File: config.mk
export PLATFORM = sky130hd
export DESIGN_NAME = corelet_ctrl
export DESIGN_NICKNAME = d
export VERILOG_FILES = /design/src/rtl/corelet_ctrl.sv
export SDC_FILE = /design/constraint.sdc
export NUM_CORES = 1
export LEC_CHECK = 0
export ABC_CLOCK_PERIOD_IN_PS = 3050
export BUFFER_PORTS_ARGS = -buffer_cell sky130_fd_sc_hd__clkbuf_2
export CORE_AREA = 5 5 121 111
export DETAILED_ROUTE_END_ITERATION = 8
export DIE_AREA = 0 0 126 116
export HOLD_SLACK_MARGIN = 0.03
export PLACE_DENSITY_LB_ADDON = 0.3
export SLEW_MARGIN = 20
export SYNTH_ARGS = -nofsm -noshare
export SYNTH_HDL_FRONTEND = slang
export SYNTH_SLANG_ARGS = --single-unit
File: constraint.sdc
create_clock -name clk_i -period 3.05 [get_ports clk_i]
set_input_delay 0.61 -clock clk_i [delete_from_list [all_inputs] [get_ports clk_i]]
set_output_delay 0.61 -clock clk_i [all_outputs]
set_load 0.05 [all_outputs]
File: src/rtl/corelet_ctrl.sv
// corelet_ctrl: tile sequencer for the corelet.
// Steps one tile through weight fill/load/settle, activation fill/execute and
// output drain, driving the corelet instruction bus, SRAM read port and psum
// write port. Every output is a flop; the FSM decides in cycle N and the
// strobe becomes visible in cycle N+1.
//
// state    | meaning
// ---------+-----------------------------------------------------------
// IDLE     | waiting for start, all outputs low
// W_FILL   | read col weight words from SRAM into L0
// W_LOAD   | pop col words from L0 into the array (load)
// W_SETTLE | row+col quiet cycles while weights propagate
// X_FILL   | read n_act activation vectors from SRAM into L0
// X_EXEC   | pop n_act vectors from L0 into the array (execute)
// DRAIN    | read n_act rows from OFIFO, write them to psum memory
// DONE     | one-cycle completion pulse

module corelet_ctrl #(
    parameter int ROW    = 8,
    parameter int COL    = 8,
    parameter int ADDR_W = 11
) (
    input  logic              clk_i,
    input  logic              rst_n_i,
    input  logic              start_i,
    input  logic [7:0]        n_act_i,
    input  logic              acc_en_i,
    input  logic [ADDR_W-1:0] w_base_i,
    input  logic [ADDR_W-1:0] x_base_i,
    input  logic [ADDR_W-1:0] p_base_i,
    input  logic              l0_full_i,
    input  logic              l0_ready_i,
    input  logic              ofifo_valid_i,
    output logic [33:0]       inst_o,
    output logic              mem_rd_o,
    output logic [ADDR_W-1:0] mem_addr_o,
    output logic              psum_wr_o,
    output logic [ADDR_W-1:0] psum_addr_o,
    output logic              busy_o,
    output logic              done_o
);

    // Counter must hold col, 255 activations and row+col-1 settle cycles.
    localparam int CNT_W = 9;
    localparam logic [CNT_W-1:0] COL_C       = CNT_W'(COL);
    localparam logic [CNT_W-1:0] COL_LAST    = CNT_W'(COL - 1);
    localparam logic [CNT_W-1:0] SETTLE_LAST = CNT_W'(ROW + COL - 1);

    typedef enum logic [2:0] {
        IDLE     = 3'd0,
        W_FILL   = 3'd1,
        W_LOAD   = 3'd2,
        W_SETTLE = 3'd3,
        X_FILL   = 3'd4,
        X_EXEC   = 3'd5,
        DRAIN    = 3'd6,
        DONE     = 3'd7
    } state_e;

    state_e            state_q, state_d;
    logic [CNT_W-1:0]  cnt_q, cnt_d;
    logic [7:0]        n_act_q;
    logic              acc_en_q;
    logic [ADDR_W-1:0] w_base_q, x_base_q, p_base_q;
    logic              cfg_load;
    logic [CNT_W-1:0]  n_act_ext;

    logic              mem_rd_d, load_d, exec_d, ofrd_d, busy_d, done_d;
    logic [ADDR_W-1:0] mem_addr_d, pend_addr_d;

    logic              mem_rd_q, load_q, exec_q, l0_wr_q, ofrd_q;
    logic              psum_wr_q, acc_str_q, busy_q, done_q;
    logic [ADDR_W-1:0] mem_addr_q, pend_addr_q, psum_addr_q;

    assign cfg_load  = (state_q == IDLE) && start_i;
    assign n_act_ext = {1'b0, n_act_q};

    // State, phase counter and tile configuration captured at start.
    always_ff @(posedge clk_i or negedge rst_n_i) begin
        if (!rst_n_i) begin
            state_q  <= IDLE;
            cnt_q    <= '0;
            n_act_q  <= '0;
            acc_en_q <= 1'b0;
            w_base_q <= '0;
            x_base_q <= '0;
            p_base_q <= '0;
        end else begin
            state_q <= state_d;
            cnt_q   <= cnt_d;
            if (cfg_load) begin
                n_act_q  <= n_act_i;
                acc_en_q <= acc_en_i;
                w_base_q <= w_base_i;
                x_base_q <= x_base_i;
                p_base_q <= p_base_i;
            end
        end
    end

    // Next state; the fill phases linger one cycle after the last issue so
    // the in-flight word lands before the L0 read phase begins.
    always_comb begin
        state_d = state_q;
        cnt_d   = cnt_q;
        case (state_q)
            IDLE: begin
                if (start_i) begin
                    state_d = W_FILL;
                    cnt_d   = '0;
                end
            end
            W_FILL: begin
                if (cnt_q == COL_C) begin
                    state_d = W_LOAD;
                    cnt_d   = '0;
                end else if (!l0_full_i) begin
                    cnt_d = cnt_q + 1'b1;
                end
            end
            W_LOAD: begin
                if (l0_ready_i) begin
                    if (cnt_q == COL_LAST) begin
                        state_d = W_SETTLE;
                        cnt_d   = SETTLE_LAST;
                    end else begin
                        cnt_d = cnt_q + 1'b1;
                    end
                end
            end
            W_SETTLE: begin
                if (cnt_q == '0) begin
                    state_d = (n_act_q == 8'd0) ? DONE : X_FILL;
                end else begin
                    cnt_d = cnt_q - 1'b1;
                end
            end
            X_FILL: begin
                if (cnt_q == n_act_ext) begin
                    state_d = X_EXEC;
                    cnt_d   = '0;
                end else if (!l0_full_i) begin
                    cnt_d = cnt_q + 1'b1;
                end
            end
            X_EXEC: begin
                if (l0_ready_i) begin
                    if (cnt_q == n_act_ext - 1'b1) begin
                        state_d = DRAIN;
                        cnt_d   = '0;
                    end else begin
                        cnt_d = cnt_q + 1'b1;
                    end
                end
            end
            DRAIN: begin
                if (cnt_q == n_act_ext) begin
                    state_d = DONE;
                end else if (ofifo_valid_i) begin
                    cnt_d = cnt_q + 1'b1;
                end
            end
            DONE: begin
                state_d = IDLE;
            end
            default: begin
                state_d = IDLE;
            end
        endcase
    end

    // Strobe decisions for this cycle; they reach the pins one cycle later.
    always_comb begin
        mem_rd_d    = 1'b0;
        mem_addr_d  = '0;
        load_d      = 1'b0;
        exec_d      = 1'b0;
        ofrd_d      = 1'b0;
        pend_addr_d = '0;
        busy_d      = (state_q != IDLE);
        done_d      = (state_q == DONE);
        case (state_q)
            W_FILL: begin
                if (!l0_full_i && (cnt_q < COL_C)) begin
                    mem_rd_d   = 1'b1;
                    mem_addr_d = w_base_q + ADDR_W'(cnt_q);
                end
            end
            W_LOAD: load_d = l0_ready_i;
            X_FILL: begin
                if (!l0_full_i && (cnt_q < n_act_ext)) begin
                    mem_rd_d   = 1'b1;
                    mem_addr_d = x_base_q + ADDR_W'(cnt_q);
                end
            end
            X_EXEC: exec_d = l0_ready_i;
            DRAIN: begin
                if (ofifo_valid_i && (cnt_q < n_act_ext)) begin
                    ofrd_d      = 1'b1;
                    pend_addr_d = p_base_q + ADDR_W'(cnt_q);
                end
            end
            default: ;
        endcase
    end

    // Output flops; l0_wr trails mem_rd and psum_wr trails the OFIFO read.
    always_ff @(posedge clk_i or negedge rst_n_i) begin
        if (!rst_n_i) begin
            mem_rd_q    <= 1'b0;
            mem_addr_q  <= '0;
            load_q      <= 1'b0;
            exec_q      <= 1'b0;
            l0_wr_q     <= 1'b0;
            ofrd_q      <= 1'b0;
            pend_addr_q <= '0;
            psum_wr_q   <= 1'b0;
            psum_addr_q <= '0;
            acc_str_q   <= 1'b0;
            busy_q      <= 1'b0;
            done_q      <= 1'b0;
        end else begin
            mem_rd_q    <= mem_rd_d;
            mem_addr_q  <= mem_addr_d;
            load_q      <= load_d;
            exec_q      <= exec_d;
            l0_wr_q     <= mem_rd_q;
            ofrd_q      <= ofrd_d;
            pend_addr_q <= pend_addr_d;
            psum_wr_q   <= ofrd_q;
            psum_addr_q <= ofrd_q ? pend_addr_q : '0;
            acc_str_q   <= ofrd_q & acc_en_q;
            busy_q      <= busy_d;
            done_q      <= done_d;
        end
    end

    assign inst_o = {acc_str_q, 26'd0, ofrd_q, 2'b00,
                     load_q | exec_q, l0_wr_q, exec_q, load_q};

    assign mem_rd_o    = mem_rd_q;
    assign mem_addr_o  = mem_addr_q;
    assign psum_wr_o   = psum_wr_q;
    assign psum_addr_o = psum_addr_q;
    assign busy_o      = busy_q;
    assign done_o      = done_q;

endmodule

* Word level (Yosys, flattened, before mapping)
Index checks and enable logic that the tools add are counted.
** Storage, ports and cells
- Register bits :: 96
- Input bits :: 48
- Output and inout bits :: 60
- Logic and storage cells :: 100
** Operators by class
- Add/sub/neg operators :: 6
- $lt $le $gt $ge :: 2
- Eq/ne operators :: 23
- Muxes and demuxes :: 36
- Bitwise logic cells :: 2
- Reduce and logical (&&, ||, !) cells :: 12
** Operators by type and width (number)
- two-way mux 9 bit :: 11
- case mux 9 bit (7 select lines) :: 1
- two-way mux 11 bit :: 5
- adder 11 x 9 -> 11 bit :: 3
- two-way mux 3 bit :: 9
- != test 2 bit (second input constant) :: 12
- case mux 3 bit (8 select lines) :: 1
- case mux 11 bit (2 select lines) :: 1
- equality test 3 bit (second input constant) :: 4
- adder 9 x 1 -> 9 bit (second input constant) :: 1
- equality test 9 x 3 -> 1 bit (second input constant) :: 1
- equality test 9 x 4 -> 1 bit (second input constant) :: 1
- equality test 9 x 8 -> 1 bit :: 1
- equality test 9 bit :: 1
- zero test 9 bit :: 1
- < comparator 9 x 4 -> 1 bit (second input constant) :: 1
- < comparator 9 x 8 -> 1 bit :: 1
- AND reduction 9 bit :: 1
- subtractor 8 x 1 -> 9 bit (second input constant) :: 1
- subtractor 9 x 1 -> 9 bit (second input constant) :: 1
- zero test 8 bit :: 1
- AND reduction 7 bit :: 1
- nonzero test 7 bit :: 1
- equality test 3 x 2 -> 1 bit (second input constant) :: 2
- 10 further kinds :: 18

* Longest topological paths before layout
- Depth after elaboration :: 5
- Gate-level depth with buffers :: 11
- Mapped depth without buffers :: 10

* Worst setup path before layout
No wires, ideal clock.
- Kind :: flip-flop to flip-flop
- From :: reg cnt_q[1]
- To :: reg cnt_q[4]
- Library setup time :: 0.126 ns
- Data arrival time :: 2.443 ns
- Path slack :: 0.481 ns
- Cell stages (with the launch flop) :: 8
- Period minus slack after synthesis :: 2.569 ns
- Path through :: dfrtp_1 -> ha_1 -> nand2b_1 -> or4_1 -> a211oi_2 -> o211a_4 -> and3b_1 -> o32a_1
** Between the ends
- Cells in the longest elaborated chain, start to end :: 4
- Elaborated cells on any way between the ends :: 21
- Those cells by class :: add/sub (2); eq/ne (6); mux (11); reduce/logical (2)
** Ends and longest elaborated chain
- start: declaration :: RTL line 61 : logic [CNT_W-1:0] cnt_q, cnt_d;
- start signal: assignment :: RTL line 90 : cnt_q <= cnt_d;
- adder 9 x 1 -> 9 bit, or another cell as far along
- two-way mux 9 bit (on tied branches) (2 in a row)
- case mux 9 bit (7 select lines) :: RTL line 106 : case (state_q)
Parallel ways exist; a longest one is shown, timed or not. The select of a mux whose other input is x is not followed.
A chain may end at the register's enable or synchronous reset.

* Final worst setup path
- From :: reg cnt_q[0]
- To :: reg cnt_q[4]
The elaborated chain is that of the path after synthesis.

==> metrics.md <==
| Metric | Value |
|---|---|
| Clock share of power | `between 30% and 40%` |
| Detailed-route via count | `4603` |
| Critical path cell sequence | `inv_1 -> ha_1 -> nand2_1 -> or4_1 -> nand2_1 -> a21oi_1 -> o21bai_2 -> a31oi_1 -> and3b_1 -> o32a_1` |
| Flop pwr share | `between 30% and 40%` |
| Fillers | `1097` |
| Final hold vios | `0` |
| Clock Tree Buf Depth | `2` |
| Count of different cell masters after synthesis | `61` |
| Share of layout cells above drive strength 1 | `between 20% and 30%` |
| DR WL/cell | `roughly 17 um` |
| Die Width | `126 um` |
| Placed insts | `824` |
| Nets | `765` |
| Post-DP Area | `around 6300 um2` |
| Critical Path AT | `between 3000 and 4000 ps` |
| Register area share after synthesis | `41.1%` |
| CP endpoint kind | `register` |
| H-tree levels | `3` |
| RSZ-0062 raised after global routing | `false` |
| Clk root buf | `clkbuf_16` |
| Main combinational cell family by area after synthesis | `simple AND/OR/NAND/NOR gates` |
| Syn Std Cell Area | `slightly below 6000 um2` |
| Compound-Gate Fraction of Synth Area | `13.9%` |
| Worst stage delay on the critical path | `620 ps` |
| Status | `completed` |
| Congestion Overflow GR | `0` |
| Total track usage | `about a fifth` |
| Pwr Total | `3.62 mW` |
| Clk pin slew, worst setup/hold paths | `80 ps` |
| Largest net degree at the start of global routing | `50` |
| Most used cell, CP | `nand2_1` |
| Post-synthesis mux area share | `6.54%` |
| Yosys warning count | `0` |
| Synth Area in Adders | `9.37%` |
| Post-DP HPWL | `around 10 mm` |
| Fin crit period | `2860 ps` |
| Switching Power | `~1.3 mW` |
| Cells after Synth | `598` |
| Synth async-reset ratio | `100%` |
| CTS tree | `done` |
| CP max stage cell | `or4_1` |
| CP Launch Type | `register` |
| Initial DRT Pass Iterations | `5` |
| Leakage | `3.37 nW` |
| Total wire length | `between 10 and 15 mm` |
| Final worst-path cycle share | `93.9%` |
| Vias in the first global route | `4390` |
| Hold Buf Count CTS | `0` |
| Number of port buffers | `79` |
| Gate power share | `28.1%` |
| Synth Area in XOR/XNOR | `5.69%` |
| Core area | `12000 um2` |
| Clock buffer count from CTS | `9` |
| Main synth FF type | `dfrtp_1` |
| Simple-gate share of the synthesized area | `~15%` |
| Placer Congestion | `0.883` |
| Crit Reg-Reg Endpoint | `cnt_q[4]` |
| Routed Antenna Nets | `0` |
| Non-Filler Instances | `840` |
| Clock tree sinks | `96` |
| Internal cell power | `2.36 mW` |
| Peak VDD IR | `0.388 mV` |
| FF-to-FF Start | `cnt_q[0]` |
| Starting density of the core | `48.8%` |
| WS Path Type | `register to register` |
| Die Span Y | `116 um` |
| PnR worst setup slack | `185 ps` |
| Post-synth EDFFs | `0` |
| FMAX | `349 MHz` |
| Cell count of the worst reg-to-reg path | `10` |
| Storage element area | `between 2000 and 2500 um2` |
| HP Class | `primary input to async pin` |
| Setup TNS | `0 ps` |
| Initial antenna violation count | `0` |
| Area growth from synthesis to layout | `14.0%` |
| Top Family by Delay on Critical Path | `simple AND/OR/NAND/NOR gates` |
| Dpl ws | `140 ps` |
| Max Slew Vio Count | `0` |
| Synthesized flop and latch total | `96` |
| Area of the multi-input gates | `3090 um2` |
| Worst Path Buf+Inv | `1` |
| Average size of a mapped cell | `9.78 um2` |
| CP required | `3290 ps` |
| Design area | `6670 um2` |
| Post-route DRC | `0` |
| First-pass GRT wire length | `22.4 mm` |
| 1st-iter DRT viols | `258` |
| Slew @ Worst Pin | `678 ps` |
| Final Setup Violations | `0` |
| PwrDens | `542 nW/um2` |
| Die area | `about 15000 um2` |
| Row count | `38` |
| Max FO, Critical Path | `8` |
| Clock Latency Late Sink | `360 ps` |
| R2R Setup Slk | `around 190 ps` |
| I/O Pins | `108` |
| Vias per inst | `5.48` |
| MaxCap Viol Count | `0` |
| Max Clock Skew | `11.0 ps` |
| Slew margin rel. | `54.8%` |
| Ant diodes | `0` |
| Switching Fraction | `34.8%` |
[per-layer routing]
layer	routed length, um	track usage (%)	vias up
li1	-	-	2204
met1	6280	26.3	2222
met2	6450	31.4	163
met3	1020	5.58	14
met4	180	5.22	0
met5	0	0	-
[worst max-delay path by stage]
stage,startpoint,end,slack (ps),cells after the start
after floorplan,cnt_q[1],cnt_q[4],480,7
after global placement,cnt_q[0],cnt_q[4],220,8
after detailed placement,cnt_q[0],cnt_q[4],140,8
after CTS,cnt_q[0],cnt_q[4],80,8
after global routing,cnt_q[0],cnt_q[4],80,10
final,cnt_q[0],cnt_q[4],190,10
[logic make-up (layout without fill, tap and decap cells)]
family / Yosys count / after routing
and+or+nand+nor: 179 / 179
AOI/OAI and AO/OA: 121 / 121
DFF: 96 / 96
buffers and inverters: 87 / 142
adders and majority gates: 42 / 42
xor gates and xnor gates: 38 / 38
muxes: 34 / 34
other: 1 / 28
[timing repair]
item	CTS	global route
setup endpoints to repair	0	2
gates resized for setup	0	2
buffers inserted	0	0
endpoints found under the hold margin	0	0
[cells in the mapped netlist (3+ instances only)]
master,n,area [um2]
a21o_1,8,60.1
a21oi_1,27,135
a22oi_1,3,22.5
a31oi_1,8,50.1
a41oi_1,3,26.3
and2_1,14,87.6
buf_1,5,18.8
buf_2,3,15.0
buf_4,34,255
clkbuf_1,14,52.6
dfrtp_1,96,2400
fa_1,3,60.1
ha_1,39,488
inv_1,29,109
mux2_2,34,383
nand2_1,40,150
nand2b_1,7,43.8
nand3_1,14,70.1
nand4_1,4,25.0
nor2_1,41,154
nor2b_1,8,50.1
nor3_1,20,100
nor3b_1,7,52.6
nor4_1,7,43.8
o211ai_1,3,22.5
o21ai_0,28,140
o21bai_1,4,30.0
o22ai_1,12,75.1
o41ai_1,3,26.3
or2_2,3,18.8
or3_1,4,25.0
or4_1,3,22.5
xnor2_1,21,184
xor2_1,17,149
[flip-flops by register name (all words and copies together), names as in the netlist, 3 cells and up]
register	cells
state_q	3
w_base_q	11
p_base_q	11
mem_addr_o	11
n_act_q	8
psum_addr_o	11
cnt_q	9
pend_addr_q	11
x_base_q	11
[power groups by stage]
stage | Clock (mW) | Combinational [mW] | Sequential [mW]
2_1_floorplan | 0 | 0.728 | 1.40
3_5_place_dp | 0 | 1.00 | 1.41
4_1_cts | 1.24 | 1.01 | 1.39
6_report | 1.21 | 1.02 | 1.39
5_1_grt | 1.28 | 1.12 | 1.40
3_3_place_gp | 0 | 0.988 | 1.42
[cells in the final DEF (no fill, tap or decap), types with 4 or more instances in the layout]
cell type  netlist  layout
xor2_1          17      17
nor3b_1          7       7
or3_1            4       4
inv_6            0       4
clkbuf_16        0       9
a21oi_1         27      27
a31oi_1          8       8
nor3_1          20      20
a21o_1           8       8
nand4_1          4       4
nand2b_1         7       7
clkbuf_2         0      78
nand2_1         40      40
dfrtp_1         96      95
conb_1           1      28
mux2_2          34      34
o22ai_1         12      12
buf_4           34      17
ha_1            39      39
and2_1          14      13
nor2b_1          8       8
o21bai_1         4       4
o21ai_0         28      28
nand3_1         14      14
nor4_1           7       7
inv_1           29      29
nor2_1          41      41
xnor2_1         21      21
[area by class of cell]
type                    instances  share of cell area, %
multi-input cells             442                   46.4
flip-flops and latches         96                   36.0
repair buffers                 96                   8.07
clock buffers                   9                   3.38
well taps                     160                   3.00
inverters                      30                   1.69
clock inverters                 7                   1.46
[metrics by stage]
| stage | hold slack (ps) | utilization [%] |
|---|---|---|
| after floorplan | 314 | - |
| after global placement | 358 | 52.9 |
| after detailed placement | 367 | 52.9 |
| after CTS | 294 | 55.6 |
| after global routing | 335 | 55.7 |
| final | 276 | 55.7 |
(Power assumes the default switching activity.)
